**config.mk**
```make
export PLATFORM = sky130hd
export DESIGN_NAME = exu_issue_sched_flat
export DESIGN_NICKNAME = d
export VERILOG_FILES = /design/src/rtl/exu_issue_sched_pkg.sv /design/src/rtl/exu_issue_sched_if.sv /design/src/rtl/exu_issue_sched_fifo2.sv /design/src/rtl/exu_issue_sched.sv /design/src/flat_wrapper.sv
export SDC_FILE = /design/constraint.sdc
export NUM_CORES = 1
export LEC_CHECK = 0
export ABC_AREA = 1
export BUFFER_PORTS_ARGS = -buffer_cell sky130_fd_sc_hd__buf_2
export CAP_MARGIN = 0
export CORE_UTILIZATION = 45
export CTS_CLUSTER_SIZE = 10
export DETAILED_ROUTE_END_ITERATION = 7
export GPL_TIMING_DRIVEN = 0
export PLACE_DENSITY = 0.66
export RECOVER_POWER = 50
export SYNTH_ARGS = -nofsm -noshare
export SYNTH_HDL_FRONTEND = slang
export SYNTH_SLANG_ARGS = --single-unit
```
**constraint.sdc**
```tcl
create_clock -name clk -period 2.5 [get_ports clk]
set_clock_uncertainty 0.2 [all_clocks]
set_input_delay 0.375 -clock clk [delete_from_list [all_inputs] [get_ports clk]]
set_output_delay 0.375 -clock clk [all_outputs]
set_load 0.01 [all_outputs]
```
**src/rtl/exu_issue_sched_pkg.sv**
```systemverilog
// MCU-wide defines (cycle-count width, scheduler state codes, queue depth)
// and the shared types/helpers of the EXU issue scheduler.
`ifndef MCU_DEFINES_V
`define MCU_DEFINES_V
`define MAX_DELAY_WIDTH 8
`define IS_ST_RUN 1'b0
`define IS_ST_TRAP 1'b1
`define IS_FIFO_DEPTH 2
`endif

package exu_issue_sched_pkg;

  localparam int IS_DW    = `MAX_DELAY_WIDTH;
  localparam int IS_DEPTH = `IS_FIFO_DEPTH;
  localparam int IS_PTR_W = $clog2(IS_DEPTH);

  typedef enum logic {
    ST_RUN  = `IS_ST_RUN,
    ST_TRAP = `IS_ST_TRAP
  } is_state_e;

  // Ring-pointer advance, wrapping at the queue depth.
  function automatic logic [IS_PTR_W-1:0] ptr_inc(input logic [IS_PTR_W-1:0] p);
    logic [IS_PTR_W-1:0] r;
    if (p == IS_PTR_W'(IS_DEPTH - 1)) begin
      r = '0;
    end else begin
      r = p + 1'b1;
    end
    return r;
  endfunction

endpackage

```
**src/rtl/exu_issue_sched_if.sv**
```systemverilog
// Fetch, configuration, execute and trap signals of the issue scheduler.
interface exu_issue_sched_if
  import exu_issue_sched_pkg::*;
#(
  parameter int DW    = IS_DW,
  parameter int CLS_W = 3
);
  logic             is_i_ifu_valid;
  logic             is_o_ifu_ready;
  logic [31:0]      is_i_ifu_pc;
  logic [CLS_W-1:0] is_i_ifu_cls;
  logic             is_i_cfg_we;
  logic [CLS_W-1:0] is_i_cfg_idx;
  logic [DW-1:0]    is_i_cfg_cyc;
  logic             is_o_exu_valid;
  logic [31:0]      is_o_exu_pc;
  logic [DW-1:0]    is_o_pc_cycle;
  logic             is_i_exu_ready;
  logic             is_i_delay_err;
  logic             is_i_flush;
  logic             is_o_trap;
  logic [31:0]      is_o_trap_pc;

  modport master (
    output is_i_ifu_valid, is_i_ifu_pc, is_i_ifu_cls,
    output is_i_cfg_we, is_i_cfg_idx, is_i_cfg_cyc,
    output is_i_exu_ready, is_i_delay_err, is_i_flush,
    input  is_o_ifu_ready, is_o_exu_valid, is_o_exu_pc, is_o_pc_cycle,
    input  is_o_trap, is_o_trap_pc
  );

  modport slave (
    input  is_i_ifu_valid, is_i_ifu_pc, is_i_ifu_cls,
    input  is_i_cfg_we, is_i_cfg_idx, is_i_cfg_cyc,
    input  is_i_exu_ready, is_i_delay_err, is_i_flush,
    output is_o_ifu_ready, is_o_exu_valid, is_o_exu_pc, is_o_pc_cycle,
    output is_o_trap, is_o_trap_pc
  );
endinterface

```
**src/rtl/exu_issue_sched_fifo2.sv**
```systemverilog
// Two-entry FIFO with synchronous clear; the output reads zero when empty.
module is_fifo2
  import exu_issue_sched_pkg::*;
#(
  parameter int W = 40
) (
  input  logic         clk,
  input  logic         rst_n,
  input  logic         i_clr,
  input  logic         i_push,
  input  logic         i_pop,
  input  logic [W-1:0] i_din,
  output logic [W-1:0] o_dout,
  output logic         o_full,
  output logic         o_empty
);
  logic [W-1:0]        r_mem [IS_DEPTH];
  logic [IS_PTR_W-1:0] r_wptr;
  logic [IS_PTR_W-1:0] r_rptr;
  logic [IS_PTR_W:0]   r_cnt;
  logic                w_push;
  logic                w_pop;

  assign o_full  = (r_cnt == (IS_PTR_W + 1)'(IS_DEPTH));
  assign o_empty = (r_cnt == '0);
  assign w_pop   = i_pop & ~o_empty;
  assign w_push  = i_push & (~o_full | w_pop);
  assign o_dout  = o_empty ? '0 : r_mem[r_rptr];

  // Pointers and occupancy; clear wins over any same-cycle push/pop.
  always_ff @(posedge clk or negedge rst_n) begin
    if (!rst_n) begin
      r_wptr <= '0;
      r_rptr <= '0;
      r_cnt  <= '0;
    end else if (i_clr) begin
      r_wptr <= '0;
      r_rptr <= '0;
      r_cnt  <= '0;
    end else begin
      if (w_push) r_wptr <= ptr_inc(r_wptr);
      if (w_pop)  r_rptr <= ptr_inc(r_rptr);
      case ({w_push, w_pop})
        2'b10:   r_cnt <= r_cnt + 1'b1;
        2'b01:   r_cnt <= r_cnt - 1'b1;
        default: r_cnt <= r_cnt;
      endcase
    end
  end

  // Entry storage, written only on an accepted push.
  always_ff @(posedge clk or negedge rst_n) begin
    if (!rst_n) begin
      for (int i = 0; i < IS_DEPTH; i++) r_mem[i] <= '0;
    end else if (w_push && !i_clr) begin
      r_mem[r_wptr] <= i_din;
    end
  end
endmodule

```
**src/rtl/exu_issue_sched.sv**
```systemverilog
// Issue scheduler: queues fetched instructions with their class cycle cost
// and presents them to the executor; a delay error traps until flushed.
module exu_issue_sched
  import exu_issue_sched_pkg::*;
#(
  parameter int DW    = `MAX_DELAY_WIDTH,
  parameter int CLS_W = 3
) (
  input logic               clk,
  input logic               rst_n,
  exu_issue_sched_if.slave  bus
);
  localparam int TBL_N = 2 ** CLS_W;
  localparam int ENT_W = 32 + DW;

  is_state_e        r_state;
  is_state_e        w_state_nxt;
  logic [DW-1:0]    r_tbl [TBL_N];
  logic             r_trap;
  logic [31:0]      r_trap_pc;
  logic             w_run;
  logic             w_full;
  logic             w_empty;
  logic             w_ifu_ready;
  logic             w_exu_valid;
  logic             w_push;
  logic             w_pop;
  logic             w_clr;
  logic             w_trap_take;
  logic [ENT_W-1:0] w_din;
  logic [ENT_W-1:0] w_dout;

  assign w_run       = (r_state == ST_RUN);
  assign w_ifu_ready = w_run & ~w_full;
  assign w_exu_valid = w_run & ~w_empty;
  assign w_trap_take = w_run & bus.is_i_delay_err;
  assign w_clr       = w_run & (bus.is_i_delay_err | bus.is_i_flush);
  assign w_push      = bus.is_i_ifu_valid & w_ifu_ready & ~w_clr;
  assign w_pop       = w_exu_valid & bus.is_i_exu_ready;
  // Cycle cost is frozen at enqueue from the registered table (pre-write value).
  assign w_din       = {bus.is_i_ifu_pc, r_tbl[bus.is_i_ifu_cls]};

  assign bus.is_o_ifu_ready = w_ifu_ready;
  assign bus.is_o_exu_valid = w_exu_valid;
  assign bus.is_o_exu_pc    = w_dout[ENT_W-1:DW];
  assign bus.is_o_pc_cycle  = w_dout[DW-1:0];
  assign bus.is_o_trap      = r_trap;
  assign bus.is_o_trap_pc   = r_trap_pc;

  is_fifo2 #(.W(ENT_W)) u_fifo (
    .clk     (clk),
    .rst_n   (rst_n),
    .i_clr   (w_clr),
    .i_push  (w_push),
    .i_pop   (w_pop),
    .i_din   (w_din),
    .o_dout  (w_dout),
    .o_full  (w_full),
    .o_empty (w_empty)
  );

  // Class cycle table; a zero cost is never stored.
  always_ff @(posedge clk or negedge rst_n) begin
    if (!rst_n) begin
      for (int i = 0; i < TBL_N; i++) r_tbl[i] <= DW'(1'b1);
    end else if (bus.is_i_cfg_we && (bus.is_i_cfg_cyc != '0)) begin
      r_tbl[bus.is_i_cfg_idx] <= bus.is_i_cfg_cyc;
    end
  end

  // State register.
  always_ff @(posedge clk or negedge rst_n) begin
    if (!rst_n) begin
      r_state <= ST_RUN;
    end else begin
      r_state <= w_state_nxt;
    end
  end

  // Next state: delay error traps, flush releases the trap.
  always_comb begin
    w_state_nxt = r_state;
    case (r_state)
      ST_RUN: begin
        if (bus.is_i_delay_err) w_state_nxt = ST_TRAP;
        else                    w_state_nxt = ST_RUN;
      end
      ST_TRAP: begin
        if (bus.is_i_flush) w_state_nxt = ST_RUN;
        else                w_state_nxt = ST_TRAP;
      end
      default: w_state_nxt = ST_RUN;
    endcase
  end

  // Trap pulse and the head PC captured on entry to TRAP.
  always_ff @(posedge clk or negedge rst_n) begin
    if (!rst_n) begin
      r_trap    <= 1'b0;
      r_trap_pc <= 32'h0;
    end else begin
      r_trap <= w_trap_take;
      if (w_trap_take) r_trap_pc <= bus.is_o_exu_pc;
    end
  end
endmodule
```
**src/flat_wrapper.sv**
```systemverilog
// flat-port wrapper written by rule: the top's interface ports become plain ports
module exu_issue_sched_flat import exu_issue_sched_pkg::*;
#(
  parameter int DW    = `MAX_DELAY_WIDTH,
  parameter int CLS_W = 3
)
  (clk, rst_n, bus_is_i_ifu_valid, bus_is_i_ifu_pc, bus_is_i_ifu_cls, bus_is_i_cfg_we, bus_is_i_cfg_idx, bus_is_i_cfg_cyc, bus_is_i_exu_ready, bus_is_i_delay_err, bus_is_i_flush, bus_is_o_ifu_ready, bus_is_o_exu_valid, bus_is_o_exu_pc, bus_is_o_pc_cycle, bus_is_o_trap, bus_is_o_trap_pc);
  exu_issue_sched_if #(.DW(DW), .CLS_W(CLS_W)) bus_i ();
  input logic clk;
  input logic rst_n;
  input wire logic [$bits(bus_i.is_i_ifu_valid)-1:0] bus_is_i_ifu_valid;
  input wire logic [$bits(bus_i.is_i_ifu_pc)-1:0] bus_is_i_ifu_pc;
  input wire logic [$bits(bus_i.is_i_ifu_cls)-1:0] bus_is_i_ifu_cls;
  input wire logic [$bits(bus_i.is_i_cfg_we)-1:0] bus_is_i_cfg_we;
  input wire logic [$bits(bus_i.is_i_cfg_idx)-1:0] bus_is_i_cfg_idx;
  input wire logic [$bits(bus_i.is_i_cfg_cyc)-1:0] bus_is_i_cfg_cyc;
  input wire logic [$bits(bus_i.is_i_exu_ready)-1:0] bus_is_i_exu_ready;
  input wire logic [$bits(bus_i.is_i_delay_err)-1:0] bus_is_i_delay_err;
  input wire logic [$bits(bus_i.is_i_flush)-1:0] bus_is_i_flush;
  output wire logic [$bits(bus_i.is_o_ifu_ready)-1:0] bus_is_o_ifu_ready;
  output wire logic [$bits(bus_i.is_o_exu_valid)-1:0] bus_is_o_exu_valid;
  output wire logic [$bits(bus_i.is_o_exu_pc)-1:0] bus_is_o_exu_pc;
  output wire logic [$bits(bus_i.is_o_pc_cycle)-1:0] bus_is_o_pc_cycle;
  output wire logic [$bits(bus_i.is_o_trap)-1:0] bus_is_o_trap;
  output wire logic [$bits(bus_i.is_o_trap_pc)-1:0] bus_is_o_trap_pc;
  assign bus_i.is_i_ifu_valid = bus_is_i_ifu_valid;
  assign bus_i.is_i_ifu_pc = bus_is_i_ifu_pc;
  assign bus_i.is_i_ifu_cls = bus_is_i_ifu_cls;
  assign bus_i.is_i_cfg_we = bus_is_i_cfg_we;
  assign bus_i.is_i_cfg_idx = bus_is_i_cfg_idx;
  assign bus_i.is_i_cfg_cyc = bus_is_i_cfg_cyc;
  assign bus_i.is_i_exu_ready = bus_is_i_exu_ready;
  assign bus_i.is_i_delay_err = bus_is_i_delay_err;
  assign bus_i.is_i_flush = bus_is_i_flush;
  assign bus_is_o_ifu_ready = bus_i.is_o_ifu_ready;
  assign bus_is_o_exu_valid = bus_i.is_o_exu_valid;
  assign bus_is_o_exu_pc = bus_i.is_o_exu_pc;
  assign bus_is_o_pc_cycle = bus_i.is_o_pc_cycle;
  assign bus_is_o_trap = bus_i.is_o_trap;
  assign bus_is_o_trap_pc = bus_i.is_o_trap_pc;
  exu_issue_sched #(.DW(DW), .CLS_W(CLS_W)) u_core (.clk(clk), .rst_n(rst_n), .bus(bus_i));
endmodule
```
# Yosys cells after proc, flatten, opt, wreduce, memory -nomap -nowiden
# Cells that the tools add are included.
# op_classes
addsub,4
multipliers,0
n_div,0
magnitude_cmp,6
n_eq_ne,3
n_shift,0
n_mux,24
bitwise,19
reduce_logical,10
# op_table
op,count
$mux 40,5
$bwmux 80,1
$bwmux 64,1
$demux 40 s1,1
$bmux 8 s3,1
$demux 8 s3,1
$mux 8,3
$and 1x1->1,9
$ge 4x4->1 const B,2
$mux 1,8
$not 3->4,2
$reduce_bool 8->1,1
$eq 2x2->1 const B,2
$ge 2x2->1 const B,2
$logic_and 1x1->1,4
$lt 4x1->1 const B,1
$not 1->1,4
$not 1->2,2
$pmux 2 s2,1
$reduce_bool 2->1,2
$reduce_bool 3->1,1
$add 1x1->1 const B,2
$add 2x1->2 const B,1
$eq 2x1->1 const B,1
other kinds (7),8
# totals
register_bits,182
latch_bits,0
ramBits,0
rom_bits,0
inputBits,53
output_inout_bits,75
wordCells,82
n_memories,0

# Depth between registers and ports, before layout
# logic_depth
ltp_word,10
ltp_mapped,10
depth_no_buf,8

# Hierarchy
# A second synthesis with hierarchy kept.
# hier_totals
cells_unflattened,1074
area_unflattened_um2,9034.9
# by_module_without_submodules
mod,n_inst,cells_per_inst,area_each_um2,seq_area_each_um2
exu_issue_sched,1,606,4899.7,2462.4
is_fifo2,1,468,4135.2,2102.0

# Worst setup path before layout
# No wires, ideal clock.
# synth_timing
path_kind,register to output
from,register u_core.u_fifo.r_rptr
to,output bus_is_o_pc_cycle[0]
arrival_ns,1.206
t_required_ns,1.925
path_slack_ns,0.719
stages_incl_launch_ff,7
path_buffers,3
cell_sequence,dfrtp_1 clkbuf_1 inv_1 buf_2 buf_2 nand2_1 a21oi_1
# synth_via
elab_chain_len,5
# synth_rtl
element,line_no,rtl
from (decl),exu_issue_sched_fifo2.sv:19,logic [IS_PTR_W-1:0] r_rptr;
from (signal assigned),exu_issue_sched_fifo2.sv:42,if (w_pop) r_rptr <= ptr_inc(r_rptr);
$not 1->2 (not written as such),exu_issue_sched_fifo2.sv:28,assign o_dout = o_empty ? '0 : r_mem[r_rptr];
$mux 40 (not written as such) (3 in series),exu_issue_sched_fifo2.sv:28,
$mux 40,exu_issue_sched_fifo2.sv:28,
to (decl),flat_wrapper.sv:23,output wire logic [$bits(bus_i.is_o_pc_cycle)-1:0] bus_is_o_pc_cycle;
# No other way between the ends. The select of a mux whose other input is x is not followed.

# Final worst setup path
# layout_timing
from,register u_core.u_fifo.r_rptr
to,output bus_is_o_pc_cycle[7]
# The elaborated chain is that of the path after synthesis.

==> flow_summary.json <==
{
  "status": "finished, final reports clean",
  "min_period_ns": 2.443,
  "p_int_w": 0.005883,
  "cts_tree": "done",
  "r2r_slack_ns": 0.32,
  "drc": 0,
  "start_util_pct": 46.20,
  "grt_max_degree": 93,
  "grt_pass1_vias": 6760,
  "crit_top_cell": "buf_6",
  "synth_cells": 944,
  "tightest_slew_ns": 1.307,
  "crit_family": "buffers and inverters",
  "htreeDepth": 4,
  "holdPathEnd": "u_core.u_fifo.r_mem[39]",
  "synth_cell_type_count": 27,
  "synth_nets": 997,
  "avgViaCountPerCell": 5.136,
  "drive_gt1_share_pct": 21.34,
  "cpPeakStageDelay_ns": 0.36,
  "port_buffers": 123,
  "seq_power_share_pct": 46.8,
  "diodes": 0,
  "ios": 128,
  "dr_total_vias": 6929,
  "cp-start-kind": "flip-flop",
  "multiInputGateArea_sq_um": 3089,
  "track_usage_pct": 23.16,
  "place_ws_ns": 0.2708,
  "drv_slew": 0,
  "hold_class": "input port to flip-flop",
  "wl_per_cell_microns": 15.42,
  "worstPathMaxFanout": 10,
  "ir_worst_vdd_mv": 0.5913,
  "p_comb_share_pct": 23.5,
  "clk_latency_ns": 0.43,
  "synth_area_sq_um": 8327,
  "power.leakage_nw": 5.015,
  "final_common_cell": "nand2_1",
  "ys_seq_area_share_pct": 54.82,
  "ys_ff_latch": 182,
  "finalWeightedCongestion": 0.7949,
  "p_clk_share_pct": 29.7,
  "finalWorstSetupSlack_ns": 0.05729,
  "power.density_nw_per_um2": 885.9,
  "min-delay-start": "bus_is_i_ifu_pc[31]",
  "worst-setup-path-type": "flip-flop to output port",
  "hold_depth": 3,
  "seq_area_sq_um": 4564,
  "power.share.switching_pct": 32.55,
  "critPathBufInv": 5,
  "ys_warn_count": 0,
  "r2r-end": "u_core.bus.is_o_trap_pc[23]",
  "core_area_sq_um": 18020,
  "post_cts_buffers": 0,
  "n_fill_cell": 1738,
  "cts_root_buf": "clkbuf_16",
  "layout_common_cells": "nand2_1 (315), dfrtp_1 (174), buf_2 (113), o21ai_0 (104), nor2_1 (75)",
  "crit_path_top_delay_cell": "dfrtp_1",
  "ant_nets": 0,
  "period_share_pct": 97.71,
  "cts.sinks": 182,
  "rsz0062_at_grt": "yes",
  "hpwl_microns": 14120,
  "r2r_cells": 3,
  "die_h_microns": 138.0,
  "cp.arrival_ns": 1.87,
  "first_iter_violations": 508,
  "whs_ns": 0.01460,
  "final_hold_viol_count": 0,
  "syn_area_per_cell_sq_um": 8.821,
  "worstPathRequired_ns": 1.92,
  "die_w_microns": 138.0,
  "totalWireLength_microns": 20800,
  "die_area_sq_um": 19050,
  "clockBufferDepth": 2,
  "rows": 49,
  "cts_buffers": 17,
  "maxCapViolations": 0,
  "drtPass1Iterations": 6,
  "rr_startpoint": "u_core.r_state",
  "overflow": 0,
  "final_nets": 1160,
  "critPathCaptureType": "output port",
  "fmax_ghz": 0.4094,
  "cp_cell_sequence": "clkbuf_1 > inv_2 > buf_6 > buf_6 > nand2_1 > a21oi_1 > buf_2",
  "syn2layout_area_growth_pct": 18.23,
  "relSlewSlack_pct": 12.86,
  "antenna_found_initial": 0,
  "p_sw_w": 0.002838,
  "cts.clk_slew.worst_paths_ns": 0.07,
  "final-setup-viol-count": 0,
  "grt_pass1_wl_microns": 35040
}
[layer usage]
layer | wire length, microns | up-vias | global-route usage [%] | part of all wire [%]
met5 | 0 | - | 0 | 0
met4 | 375 | 0 | 8.155 | 1.8
met3 | 939 | 30 | 4.053 | 4.5
li1 | - | 3353 | - | -
met1 | 9870 | 3374 | 32.50 | 47
met2 | 9619 | 172 | 36.21 | 46
[Yosys cell counts]
library cell	n	area, sq um
a21oi_1	44	220.2
buf_2	30	150.1
buf_4	2	15.01
buf_6	15	168.9
clkbuf_1	4	15.01
clkbuf_2	2	10.01
dfrtp_1	174	4354
dfstp_2	8	210.2
inv_1	52	195.2
inv_2	6	22.52
mux2_2	32	360.4
nand2_1	314	1179
nand2_2	2	12.51
nand2_4	1	11.26
nand3_1	5	25.02
nand3_4	8	140.1
nor2_1	74	277.8
nor2_2	2	12.51
nor2_4	1	11.26
nor3_1	1	5.000
nor3_2	2	20.02
o21ai_0	95	475.5
o21ai_1	47	235.2
o21ai_2	20	175.2
o21bai_1	1	7.510
xnor2_1	1	8.760
xor2_1	1	8.760
[per-stage QoR]
step	cells	power (W)	setup TNS, ns	area (sq um)	util, %
after global routing	1349	0.009250	-0.009341	9844	54.62
final	1349	0.008721	0	9844	54.62
after detailed placement	1297	0.006180	0	9266	51.41
after global placement	1296	0.006104	-377.51	9229	51.20
after CTS	1349	0.008812	0	10040	55.70
after floorplan	944	0.005442	0	8327	-
[repair_timing]
item                                    4_1_cts  5_1_grt
gates cloned                                  0        0
resized for setup                             4        9
hold endpoints to repair                    111        0
endpoints found under the setup margin        8       15
hold buffers                                 20        0
[registers in the layout, indices dropped and copies added (netlist names)]
register	flops
u_core.bus.is_o_trap	1
u_core.bus.is_o_trap_pc	32
u_core.r_state	1
u_core.r_tbl	64
u_core.u_fifo.r_cnt	2
u_core.u_fifo.r_mem	80
u_core.u_fifo.r_rptr	1
u_core.u_fifo.r_wptr	1
[worst register-to-register path: cells and delay by family, from the launching register on]
family,cells,cell delay (ns)
multiplexers,1,0.41
buffers and inverters,1,0.54
flip-flops,1,0.42
AND/OR/NAND/NOR,1,0.50
[worst max path at each step]
stage | slack (ns) | endpoint | startpoint | cells past startpoint
after floorplan | 0.72 | bus_is_o_pc_cycle[0] | u_core.u_fifo.r_rptr | 6
after global placement | -2.14 | u_core.u_fifo.r_mem[34] | rst_n | 1
after detailed placement | 0.27 | bus_is_o_pc_cycle[6] | u_core.u_fifo.r_rptr | 7
after CTS | 0.04 | bus_is_o_pc_cycle[6] | u_core.u_fifo.r_rptr | 7
after global routing | -0.009 | bus_is_o_pc_cycle[6] | u_core.u_fifo.r_rptr | 7
final | 0.06 | bus_is_o_pc_cycle[7] | u_core.u_fifo.r_rptr | 7
[cells by family after synthesis]
logic type	Yosys count	synth area share, %
xor+xnor	2	0.2104
flops	182	54.82
simple gates	410	20.35
buf+inv	111	6.927
compound gates	207	13.37
mux	32	4.328
[power by group through the flow]
stage               clock (W)  sequential (W)  combinational (W)
CTS                   0.00264         0.00407            0.00210
detailed placement          0         0.00412            0.00206
finish                0.00259         0.00408            0.00205
global route          0.00275         0.00417            0.00233
global placement            0         0.00410            0.00200
floorplan                   0         0.00410            0.00134
[final cells by class]
type,instances,area share [%]
repair buffers,144,8.172
plain buffers,53,3.228
inverters,58,2.211
clock inverters,13,1.131
well taps,229,2.911
multi-input cells,651,31.38
clock buffers,19,4.601
flip-flops and latches,182,46.37
(Power assumes the default switching activity.)
